`config.mk`:
```
export PLATFORM = sky130hd
export DESIGN_NAME = multicycle_ctrl
export DESIGN_NICKNAME = d
export VERILOG_FILES = /design/src/rtl/mc_pkg.sv /design/src/rtl/mc_wait_timer.sv /design/src/rtl/multicycle_ctrl.sv
export SDC_FILE = /design/constraint.sdc
export NUM_CORES = 1
export LEC_CHECK = 0
export BUFFER_PORTS_ARGS = -buffer_cell sky130_fd_sc_hd__buf_2
export CORE_MARGIN = 10
export CORE_UTILIZATION = 45
export DETAILED_ROUTE_END_ITERATION = 7
export PLACE_DENSITY = 0.78
export SLEW_MARGIN = 20
export SYNTH_ARGS = -nofsm -noshare
export SYNTH_HDL_FRONTEND = slang
export SYNTH_SLANG_ARGS = --single-unit
```
`constraint.sdc`:
```
create_clock -name iClk -period 2.35 [get_ports iClk]
set_input_delay 0.3525 -clock iClk [delete_from_list [all_inputs] [get_ports iClk]]
set_output_delay 0.3525 -clock iClk [all_outputs]
set_load 0.005 [all_outputs]
```
`src/rtl/mc_pkg.sv`:
```
`default_nettype none
// ============================================================================
//  Module      : mc_pkg
//  Description : Shared definitions for the multicycle controller: state
//                codes, opcode/funct values and datapath select encodings.
//  Revision    : 1.0 - initial release
// ============================================================================
package mc_pkg;

    // State codes are visible on oState, so the values are fixed.
    typedef enum logic [3:0] {
        ST_FETCH  = 4'd0,
        ST_DECODE = 4'd1,
        ST_MEMADR = 4'd2,
        ST_MEMRD  = 4'd3,
        ST_MEMWB  = 4'd4,
        ST_MEMWR  = 4'd5,
        ST_EXEC   = 4'd6,
        ST_ALUWB  = 4'd7,
        ST_BRANCH = 4'd8,
        ST_JUMP   = 4'd9,
        ST_IEXEC  = 4'd10,
        ST_IWB    = 4'd11,
        ST_JR     = 4'd12,
        ST_TRAP   = 4'd13
    } state_t;

    // Opcodes
    localparam logic [5:0] c_OP_RTYPE = 6'd0;
    localparam logic [5:0] c_OP_J     = 6'd2;
    localparam logic [5:0] c_OP_JAL   = 6'd3;
    localparam logic [5:0] c_OP_BEQ   = 6'd4;
    localparam logic [5:0] c_OP_ADDI  = 6'd8;
    localparam logic [5:0] c_OP_SLTI  = 6'd10;
    localparam logic [5:0] c_OP_ANDI  = 6'd12;
    localparam logic [5:0] c_OP_ORI   = 6'd13;
    localparam logic [5:0] c_OP_XORI  = 6'd14;
    localparam logic [5:0] c_OP_LW    = 6'd35;
    localparam logic [5:0] c_OP_SW    = 6'd43;

    // Funct codes
    localparam logic [5:0] c_FN_SLL = 6'd0;
    localparam logic [5:0] c_FN_SRL = 6'd2;
    localparam logic [5:0] c_FN_SRA = 6'd3;
    localparam logic [5:0] c_FN_JR  = 6'd8;

    // ALUOp
    localparam logic [1:0] c_ALUOP_ADD   = 2'b00;
    localparam logic [1:0] c_ALUOP_FUNCT = 2'b01;
    localparam logic [1:0] c_ALUOP_SUB   = 2'b10;
    localparam logic [1:0] c_ALUOP_ITYPE = 2'b11;

    // ALUSrcB
    localparam logic [1:0] c_SRCB_B       = 2'b00;
    localparam logic [1:0] c_SRCB_FOUR    = 2'b01;
    localparam logic [1:0] c_SRCB_IMM     = 2'b10;
    localparam logic [1:0] c_SRCB_IMM_SH2 = 2'b11;

    // PCSrc
    localparam logic [1:0] c_PCSRC_ALU    = 2'b00;
    localparam logic [1:0] c_PCSRC_ALUOUT = 2'b01;
    localparam logic [1:0] c_PCSRC_JUMP   = 2'b10;
    localparam logic [1:0] c_PCSRC_REGA   = 2'b11;

    // RegDST
    localparam logic [1:0] c_REGDST_RT = 2'b00;
    localparam logic [1:0] c_REGDST_RD = 2'b01;
    localparam logic [1:0] c_REGDST_RA = 2'b10;

    // MemToReg
    localparam logic [1:0] c_M2R_ALUOUT = 2'b00;
    localparam logic [1:0] c_M2R_MDR    = 2'b01;
    localparam logic [1:0] c_M2R_PC     = 2'b10;

    // Shift-by-immediate R-type ops take their shift amount from shamt.
    function automatic logic is_shamt_funct(input logic [5:0] fn);
        return (fn == c_FN_SLL) || (fn == c_FN_SRL) || (fn == c_FN_SRA);
    endfunction

endpackage
`default_nettype wire

```
`src/rtl/mc_wait_timer.sv`:
```
`default_nettype none
// ============================================================================
//  Module      : mc_wait_timer
//  Description : Memory-wait watchdog. Counts consecutive cycles in which the
//                controller is stalled on memory; flags expiry on the cycle
//                whose stall would bring the count to TIMEOUT_CYCLES.
//  Ports       : clk        - clock, rising edge
//                rst        - synchronous active-high reset
//                i_waiting  - controller in a wait state with memory not ready
//                o_expired  - this stall cycle is the TIMEOUT_CYCLES-th
//  Revision    : 1.0 - initial release
// ============================================================================
module mc_wait_timer #(
    parameter int TIMEOUT_CYCLES = 255
) (
    input  logic clk,
    input  logic rst,
    input  logic i_waiting,
    output logic o_expired
);

    localparam int              c_CNT_W = $clog2(TIMEOUT_CYCLES + 1);
    localparam logic [c_CNT_W-1:0] c_LAST = c_CNT_W'(TIMEOUT_CYCLES - 1);

    logic [c_CNT_W-1:0] count_q;
    logic [c_CNT_W-1:0] count_d;

    // A ready cycle in a wait state always leaves that state, and every
    // other state is not a wait, so any non-stall cycle restarts the count.
    // This gives "clear on entry" without needing the next-state value.
    always_comb begin
        count_d = i_waiting ? (count_q + 1'b1) : '0;
    end

    always_ff @(posedge clk) begin
        if (rst) begin
            count_q <= '0;
        end else begin
            count_q <= count_d;
        end
    end

    assign o_expired = i_waiting && (count_q == c_LAST);

endmodule
`default_nettype wire

```
`src/rtl/multicycle_ctrl.sv`:
```
`default_nettype none
// ============================================================================
//  Module      : multicycle_ctrl
//  Description : Moore-style control FSM for a multicycle MIPS-like datapath.
//                Optional memory-wait watchdog enabled by defining
//                MCCTRL_TIMEOUT_EN (limit set by TIMEOUT_CYCLES).
//  Ports       : iClk, iRst           - clock / sync active-high reset
//                iIR_opcode, iIR_func - instruction register fields
//                iMemReady, iZero     - memory handshake, ALU zero flag
//                o*                   - datapath enables and selects
//                oState               - current state code
//                oIllegal, oTimeout   - trap flags
//  Revision    : 1.0 - initial release
// ============================================================================
module multicycle_ctrl
    import mc_pkg::*;
#(
    parameter int TIMEOUT_CYCLES = 255
) (
    input  logic       iClk,
    input  logic       iRst,
    input  logic [5:0] iIR_opcode,
    input  logic [5:0] iIR_func,
    input  logic       iMemReady,
    input  logic       iZero,
    output logic       oPCWrite,
    output logic       oIRWrite,
    output logic       oMemRead,
    output logic       oMemWrite,
    output logic       oIorD,
    output logic       oRegWrite,
    output logic       oALUSrcA,
    output logic       oShamtSel,
    output logic [1:0] oALUSrcB,
    output logic [1:0] oALUOp,
    output logic [1:0] oPCSrc,
    output logic [1:0] oRegDST,
    output logic [1:0] oMemToReg,
    output logic [3:0] oState,
    output logic       oIllegal,
    output logic       oTimeout
);

    state_t state_q;
    state_t state_d;
    logic   w_wait_state;
    logic   w_timeout_hit;
    logic   w_timeout_flag;

    assign w_wait_state = (state_q == ST_FETCH) || (state_q == ST_MEMRD) ||
                          (state_q == ST_MEMWR);

`ifdef MCCTRL_TIMEOUT_EN
    logic timeout_q;
    logic timeout_d;

    mc_wait_timer #(
        .TIMEOUT_CYCLES (TIMEOUT_CYCLES)
    ) u_wait_timer (
        .clk       (iClk),
        .rst       (iRst),
        .i_waiting (w_wait_state && !iMemReady),
        .o_expired (w_timeout_hit)
    );

    // Sticky until reset so software can tell a timeout trap from an
    // illegal-opcode trap.
    always_comb begin
        timeout_d = timeout_q | w_timeout_hit;
    end

    always_ff @(posedge iClk) begin
        if (iRst) begin
            timeout_q <= 1'b0;
        end else begin
            timeout_q <= timeout_d;
        end
    end

    assign w_timeout_flag = timeout_q;
`else
    logic w_unused_timeout_cfg;

    assign w_timeout_hit        = 1'b0;
    assign w_timeout_flag       = 1'b0;
    assign w_unused_timeout_cfg = (TIMEOUT_CYCLES == 0);
`endif

    // ------------------------------------------------------------------
    // State register
    // ------------------------------------------------------------------
    always_ff @(posedge iClk) begin
        if (iRst) begin
            state_q <= ST_FETCH;
        end else begin
            state_q <= state_d;
        end
    end

    // ------------------------------------------------------------------
    // Next-state logic
    // ------------------------------------------------------------------
    always_comb begin
        state_d = state_q;
        case (state_q)
            ST_FETCH:  if (iMemReady) state_d = ST_DECODE;
            ST_DECODE: begin
                case (iIR_opcode)
                    c_OP_LW, c_OP_SW:  state_d = ST_MEMADR;
                    c_OP_RTYPE:        state_d = (iIR_func == c_FN_JR) ? ST_JR : ST_EXEC;
                    c_OP_BEQ:          state_d = ST_BRANCH;
                    c_OP_J, c_OP_JAL:  state_d = ST_JUMP;
                    c_OP_ADDI, c_OP_SLTI, c_OP_ANDI,
                    c_OP_ORI, c_OP_XORI: state_d = ST_IEXEC;
                    default:           state_d = ST_TRAP;
                endcase
            end
            ST_MEMADR: state_d = (iIR_opcode == c_OP_LW) ? ST_MEMRD : ST_MEMWR;
            ST_MEMRD:  if (iMemReady) state_d = ST_MEMWB;
            ST_MEMWB:  state_d = ST_FETCH;
            ST_MEMWR:  if (iMemReady) state_d = ST_FETCH;
            ST_EXEC:   state_d = ST_ALUWB;
            ST_ALUWB:  state_d = ST_FETCH;
            ST_BRANCH: state_d = ST_FETCH;
            ST_JUMP:   state_d = ST_FETCH;
            ST_IEXEC:  state_d = ST_IWB;
            ST_IWB:    state_d = ST_FETCH;
            ST_JR:     state_d = ST_FETCH;
            ST_TRAP:   state_d = ST_TRAP;
            default:   state_d = ST_TRAP;
        endcase
        if (w_timeout_hit) begin
            state_d = ST_TRAP;
        end
    end

    // ------------------------------------------------------------------
    // Output decode (state only, plus the two documented qualifiers)
    // ------------------------------------------------------------------
    always_comb begin
        oPCWrite  = 1'b0;
        oIRWrite  = 1'b0;
        oMemRead  = 1'b0;
        oMemWrite = 1'b0;
        oIorD     = 1'b0;
        oRegWrite = 1'b0;
        oALUSrcA  = 1'b0;
        oShamtSel = 1'b0;
        oALUSrcB  = c_SRCB_B;
        oALUOp    = c_ALUOP_ADD;
        oPCSrc    = c_PCSRC_ALU;
        oRegDST   = c_REGDST_RT;
        oMemToReg = c_M2R_ALUOUT;
        oIllegal  = 1'b0;
        oTimeout  = w_timeout_flag;
        oState    = state_q;

        case (state_q)
            ST_FETCH: begin
                oMemRead = 1'b1;
                oALUSrcB = c_SRCB_FOUR;
                oIRWrite = iMemReady;
                oPCWrite = iMemReady;
            end
            ST_DECODE: begin
                oALUSrcB = c_SRCB_IMM_SH2;
            end
            ST_MEMADR: begin
                oALUSrcA = 1'b1;
                oALUSrcB = c_SRCB_IMM;
            end
            ST_MEMRD: begin
                oMemRead = 1'b1;
                oIorD    = 1'b1;
            end
            ST_MEMWB: begin
                oRegWrite = 1'b1;
                oMemToReg = c_M2R_MDR;
            end
            ST_MEMWR: begin
                oMemWrite = 1'b1;
                oIorD     = 1'b1;
            end
            ST_EXEC: begin
                oALUSrcA  = 1'b1;
                oALUOp    = c_ALUOP_FUNCT;
                oShamtSel = is_shamt_funct(iIR_func);
            end
            ST_ALUWB: begin
                oRegWrite = 1'b1;
                oRegDST   = c_REGDST_RD;
            end
            ST_BRANCH: begin
                oALUSrcA = 1'b1;
                oALUOp   = c_ALUOP_SUB;
                oPCSrc   = c_PCSRC_ALUOUT;
                oPCWrite = iZero;
            end
            ST_JUMP: begin
                oPCSrc   = c_PCSRC_JUMP;
                oPCWrite = 1'b1;
                if (iIR_opcode == c_OP_JAL) begin
                    oRegWrite = 1'b1;
                    oRegDST   = c_REGDST_RA;
                    oMemToReg = c_M2R_PC;
                end
            end
            ST_IEXEC: begin
                oALUSrcA = 1'b1;
                oALUSrcB = c_SRCB_IMM;
                oALUOp   = c_ALUOP_ITYPE;
            end
            ST_IWB: begin
                oRegWrite = 1'b1;
            end
            ST_JR: begin
                oPCSrc   = c_PCSRC_REGA;
                oPCWrite = 1'b1;
            end
            ST_TRAP: begin
                oIllegal = !w_timeout_flag;
            end
            default: begin
            end
        endcase

        // Reset blanks everything in the same cycle so an in-flight memory
        // access or register write is abandoned immediately.
        if (iRst) begin
            oPCWrite  = 1'b0;
            oIRWrite  = 1'b0;
            oMemRead  = 1'b0;
            oMemWrite = 1'b0;
            oIorD     = 1'b0;
            oRegWrite = 1'b0;
            oALUSrcA  = 1'b0;
            oShamtSel = 1'b0;
            oALUSrcB  = '0;
            oALUOp    = '0;
            oPCSrc    = '0;
            oRegDST   = '0;
            oMemToReg = '0;
            oIllegal  = 1'b0;
            oTimeout  = 1'b0;
            oState    = '0;
        end
    end

endmodule
`default_nettype wire

```
After elaboration in Yosys (flattened, before gate mapping). Index checks and enable logic that the tools add are counted.

Equal/unequal tests: 29. Multiplexer cells: 38. Reduce and logical (&&, ||, !) cells: 16.

Operator list (number): $eq A6 B4 Y1 const B (6); $pmux W4 S8 (1); $eq A4 B4 Y1 const B (6); $eq A6 B2 Y1 const B (4); $mux W4 (5); $pmux W4 S5 (1); $pmux W2 S3 (3); $mux W1 (17); $eq A4 B3 Y1 const B (4); $eq A6 B6 Y1 const B (2); $logic_not A6 Y1 (2); $mux W2 (6); $reduce_or A2 Y1 (6); $eq A4 B2 Y1 const B (2); $pmux W2 S2 (2); $eq A6 B3 Y1 const B (1); $ne A2 B2 Y1 const B (3); $reduce_or A6 Y1 (1); $reduce_or A5 Y1 (1); $eq A4 B1 Y1 const B (1); $logic_not A4 Y1 (1); $reduce_or A4 Y1 (1); $mux W3 (1); $pmux W1 S3 (1); other kinds (4) (5).

Register bits after elaboration: 4. Input bits: 16. Output and inout bits: 24. Logic and storage cells: 84.

Longest topological paths before layout.
Depth in word-level cells: 5. Gate-level depth with buffers: 5. Gate-level depth less buffers: 4.

Worst setup path before layout. No wires, ideal clock.

Kind: input port to flip-flop. Start point: input iIR_opcode[0]. End point: register state_q[3]. Library setup time: 0.120 ns. Arrival: 1.641 ns. Slack: 0.590 ns. Cell stages on the path: 5. Cells stage by stage: buf_6 > or4_4 > a2111oi_4 > nor4_1 > o31a_1.

Longest elaborated chain between the ends: 4.

Ends and longest elaborated chain: start, declared (line multicycle_ctrl.sv:22) `input logic [5:0] iIR_opcode,`; $eq A6 B4 Y1 (tied with other cells) (line multicycle_ctrl.sv:108) `case (iIR_opcode)`; $reduce_or A5 Y1 or $reduce_or A2 Y1 (tied branches) (line multicycle_ctrl.sv:108); $pmux W4 S5 (*) (line multicycle_ctrl.sv:108); $pmux W4 S8 (*) (line multicycle_ctrl.sv:105) `case (state_q)`; end signal, assigned (line multicycle_ctrl.sv:96) `state_q <= state_d;`; end, declared (line multicycle_ctrl.sv:44) `state_t state_q;`.

Every way passes the cells marked *; elsewhere a longest branch is shown, timed or not. A chain may end at the register's enable or synchronous reset.

Worst setup path in the final report.
Start point: register state_q[1]. End point: output oRegWrite.

Longest elaborated chain between the ends: 4.

Ends and longest elaborated chain: $eq A4 B3 Y1 or $eq A4 B4 Y1 (tied branches) (line multicycle_ctrl.sv:158) `case (state_q)`; $reduce_or A3 Y1 (no line); $pmux W1 S2 (*) (line multicycle_ctrl.sv:158); $mux W1 (*) (line multicycle_ctrl.sv:229) `if (iRst) begin`; end, declared (line multicycle_ctrl.sv:31) `output logic oRegWrite,`.

Marked as above.

==> summary.txt <==
status = finished, final reports clean
Rel. slew slack = 60.0%
post_cts resized = 0
Worst EP required = 2.00 ns
most common cell in the netlist = nor3_1
Sw Pwr = 0.411 mW
DRC viols = 0
RSZ-0062 raised after global routing = false
Sw Ratio = 50.0%
Post-synth ARST share = 0%
initial antenna violation count = 0
Tcrit/Tclk final = 88.8%
setup slack at placement = 0.480 ns
Leak = 0.478 nW
worst-case clock skew = 0.00453 ns
Regs by FF count = state_q: 4 flops
largest net degree at the start of global routing = 22
Initial DRT Pass Iterations = 4
Port Buffer Count = 38
max reg flops = 4
Post-Route Setup TNS = 0 ns
Worst Setup End Kind = primary output
nets = 179
number of enable flip-flop cells after synthesis = 0
most used flip-flop cell after synthesis = dfxtp_1
Crit Path Max Fanout = 17
share of layout cells above drive strength 1 = 31.7%
clock-pin slew on the worst setup and hold paths = 0.05 ns
Max clock buf depth = 2
Synth cell types = 48
share of the core filled with cells = 59.6%
CTS buffer count = 3
mean post-synth cell area = 6.57 sq um
Die ar. = 4040 sq um
Cells after Synth = 130
Wirelength per Cell = 14.3 microns
Int Power = 0.412 mW
GRT Residual Overflow = 0
Area growth, synth to finish = 23.1%
routed wire length = 2.66 mm
#FFs+latches synth = 4
Worst Path Arrival = 1.73 ns
top post-synthesis cells by area = dfxtp_1, nor3_1, nand2b_1, nor2_1, a21oi_1
Flop pwr share = 19.4%
diode count = 0
RD Place Congestion = 0.846
htree depth = 1
# hold bufs at CTS = 0
CTS tree = built
Largest Register = state_q
global-route wire length before repair = 4.40 mm
vias in the first global route = 973
CTS sink cnt = 4
Tmin final = 2.09 ns
core area = 1760 sq um
Ys Warns = 0
die span in x = 63.6 microns
FF-to-FF Start = state_q[1]
maximum vdd ir drop = 0.000562 V
worst setup path start = state_q[1]
Synth top cells by count = nor3_1, nor2_1, nand2b_1
Vias/cell = 5.74
CP startpoint kind = flop
Rows = 15
later-pin clock latency in the skew report = 0.24 ns
Clock power frac = 11.0%
GRT Util Overall = 12.5%
logic gate share of total power = 69.6%
CTS root buffer = clkbuf_4
Worst Hold Class = in2reg
Post-CTS Setup Bufs = 0
WS Path Type = reg2out
worst setup margin = 0.264 ns
final hold vios = 0
post-detail-place hpwl = 2.13 mm
Synth area leader = dfxtp_1
pwr dens = 782 nW/um^2
Ports = 40
# setup viols final = 0
die height = 63.6 microns
initial drt markers = 54
Vias = 1068
max-slew violation count = 0
Cell Area, Synth = 855 sq um
Filler cells = 194
Worst-Margin Slew = 0.599 ns
Hold Crit Start = iMemReady
ANT nets after route = 0
Initial Util = 48.4%
MaxCap Viol Count = 0
f_max = 479 MHz
register area share after synthesis = 9.37%
Syn Nets = 146
Yosys top cell area share = 9.37%
[routing by layer]
metal  share of wire, %  track usage [%]  vias to the layer above  routed length, microns
met4               0.15             3.55                        0                       4
met1                 44             15.1                      482                    1180
li1                   -                -                      533                       -
met5                  0                0                        -                       0
met3                 12             4.77                        2                     332
met2                 43             19.7                       51                    1140
[placed cells by master (no fill, tap or decap), types with 3 or more instances in the layout]
cell type  count
nor4b_1        3
a21oi_1        7
buf_4          4
dfxtp_1        4
nand2b_1       9
clkbuf_4       3
o21ai_0        5
buf_2         38
nor4_1         3
xnor2_1        3
nand2_1        5
inv_1          7
nor3_1        15
nor2_1        13
[power groups by stage]
| stage | clock, mW | combinational [mW] | sequential (mW) |
|---|---|---|---|
| finish | 0.0907 | 0.573 | 0.159 |
| global route | 0.101 | 0.635 | 0.169 |
| detailed placement | 0 | 0.570 | 0.159 |
| global placement | 0 | 0.554 | 0.157 |
| CTS | 0.0929 | 0.573 | 0.156 |
| floorplan | 0 | 0.460 | 0.108 |
[cell families after synthesis]
group                     count (synthesis)  synth area share [%]
and+or+nand+nor                          64                  41.1
buffers and inverters                    22                  12.4
AOI/OAI and AO/OA                        34                  31.5
other                                     1                 0.439
DFF                                       4                  9.37
xor gates and xnor gates                  5                  5.13
[layout make-up]
type	instances	area, sq um	share of cell area, %
Clock buffer	3	22.5	2.14
Inverter	8	30.0	2.85
Multi-Input combinational cell	104	668	63.5
Tap cell	25	31.3	2.97
Timing Repair Buffer	42	220	20.9
Sequential cell	4	80.1	7.61
[per-stage QoR]
| stage | std cells | power [mW] | cell area [sq um] | hold WS (ns) |
|---|---|---|---|---|
| after floorplan | 130 | 0.567 | 855 | 0.519 |
| after global placement | 183 | 0.711 | 1030 | 0.735 |
| after detailed placement | 183 | 0.729 | 1030 | 0.738 |
| after CTS | 186 | 0.823 | 1050 | 0.536 |
| after global routing | 186 | 0.904 | 1050 | 0.533 |
| final | 186 | 0.823 | 1050 | 0.542 |
[path summary, 6_finish.rpt]
| path | to | slack, ns | cells after the start |
|---|---|---|---|
| max | oRegWrite | 0.26 | 5 |
| min | state_q[3] | 0.54 | 3 |
| max reg2reg | state_q[0] | 0.73 | 5 |
| min reg2reg | state_q[1] | 0.76 | 2 |
[critical path: stages (launching register included)]
cell and delay (ns):
dfxtp_1 0.49, or2_1 0.36, nor3_1 0.15, nand4_1 0.18
a31oi_1 0.18, buf_2 0.13
Power figures use the tool's default switching activity.
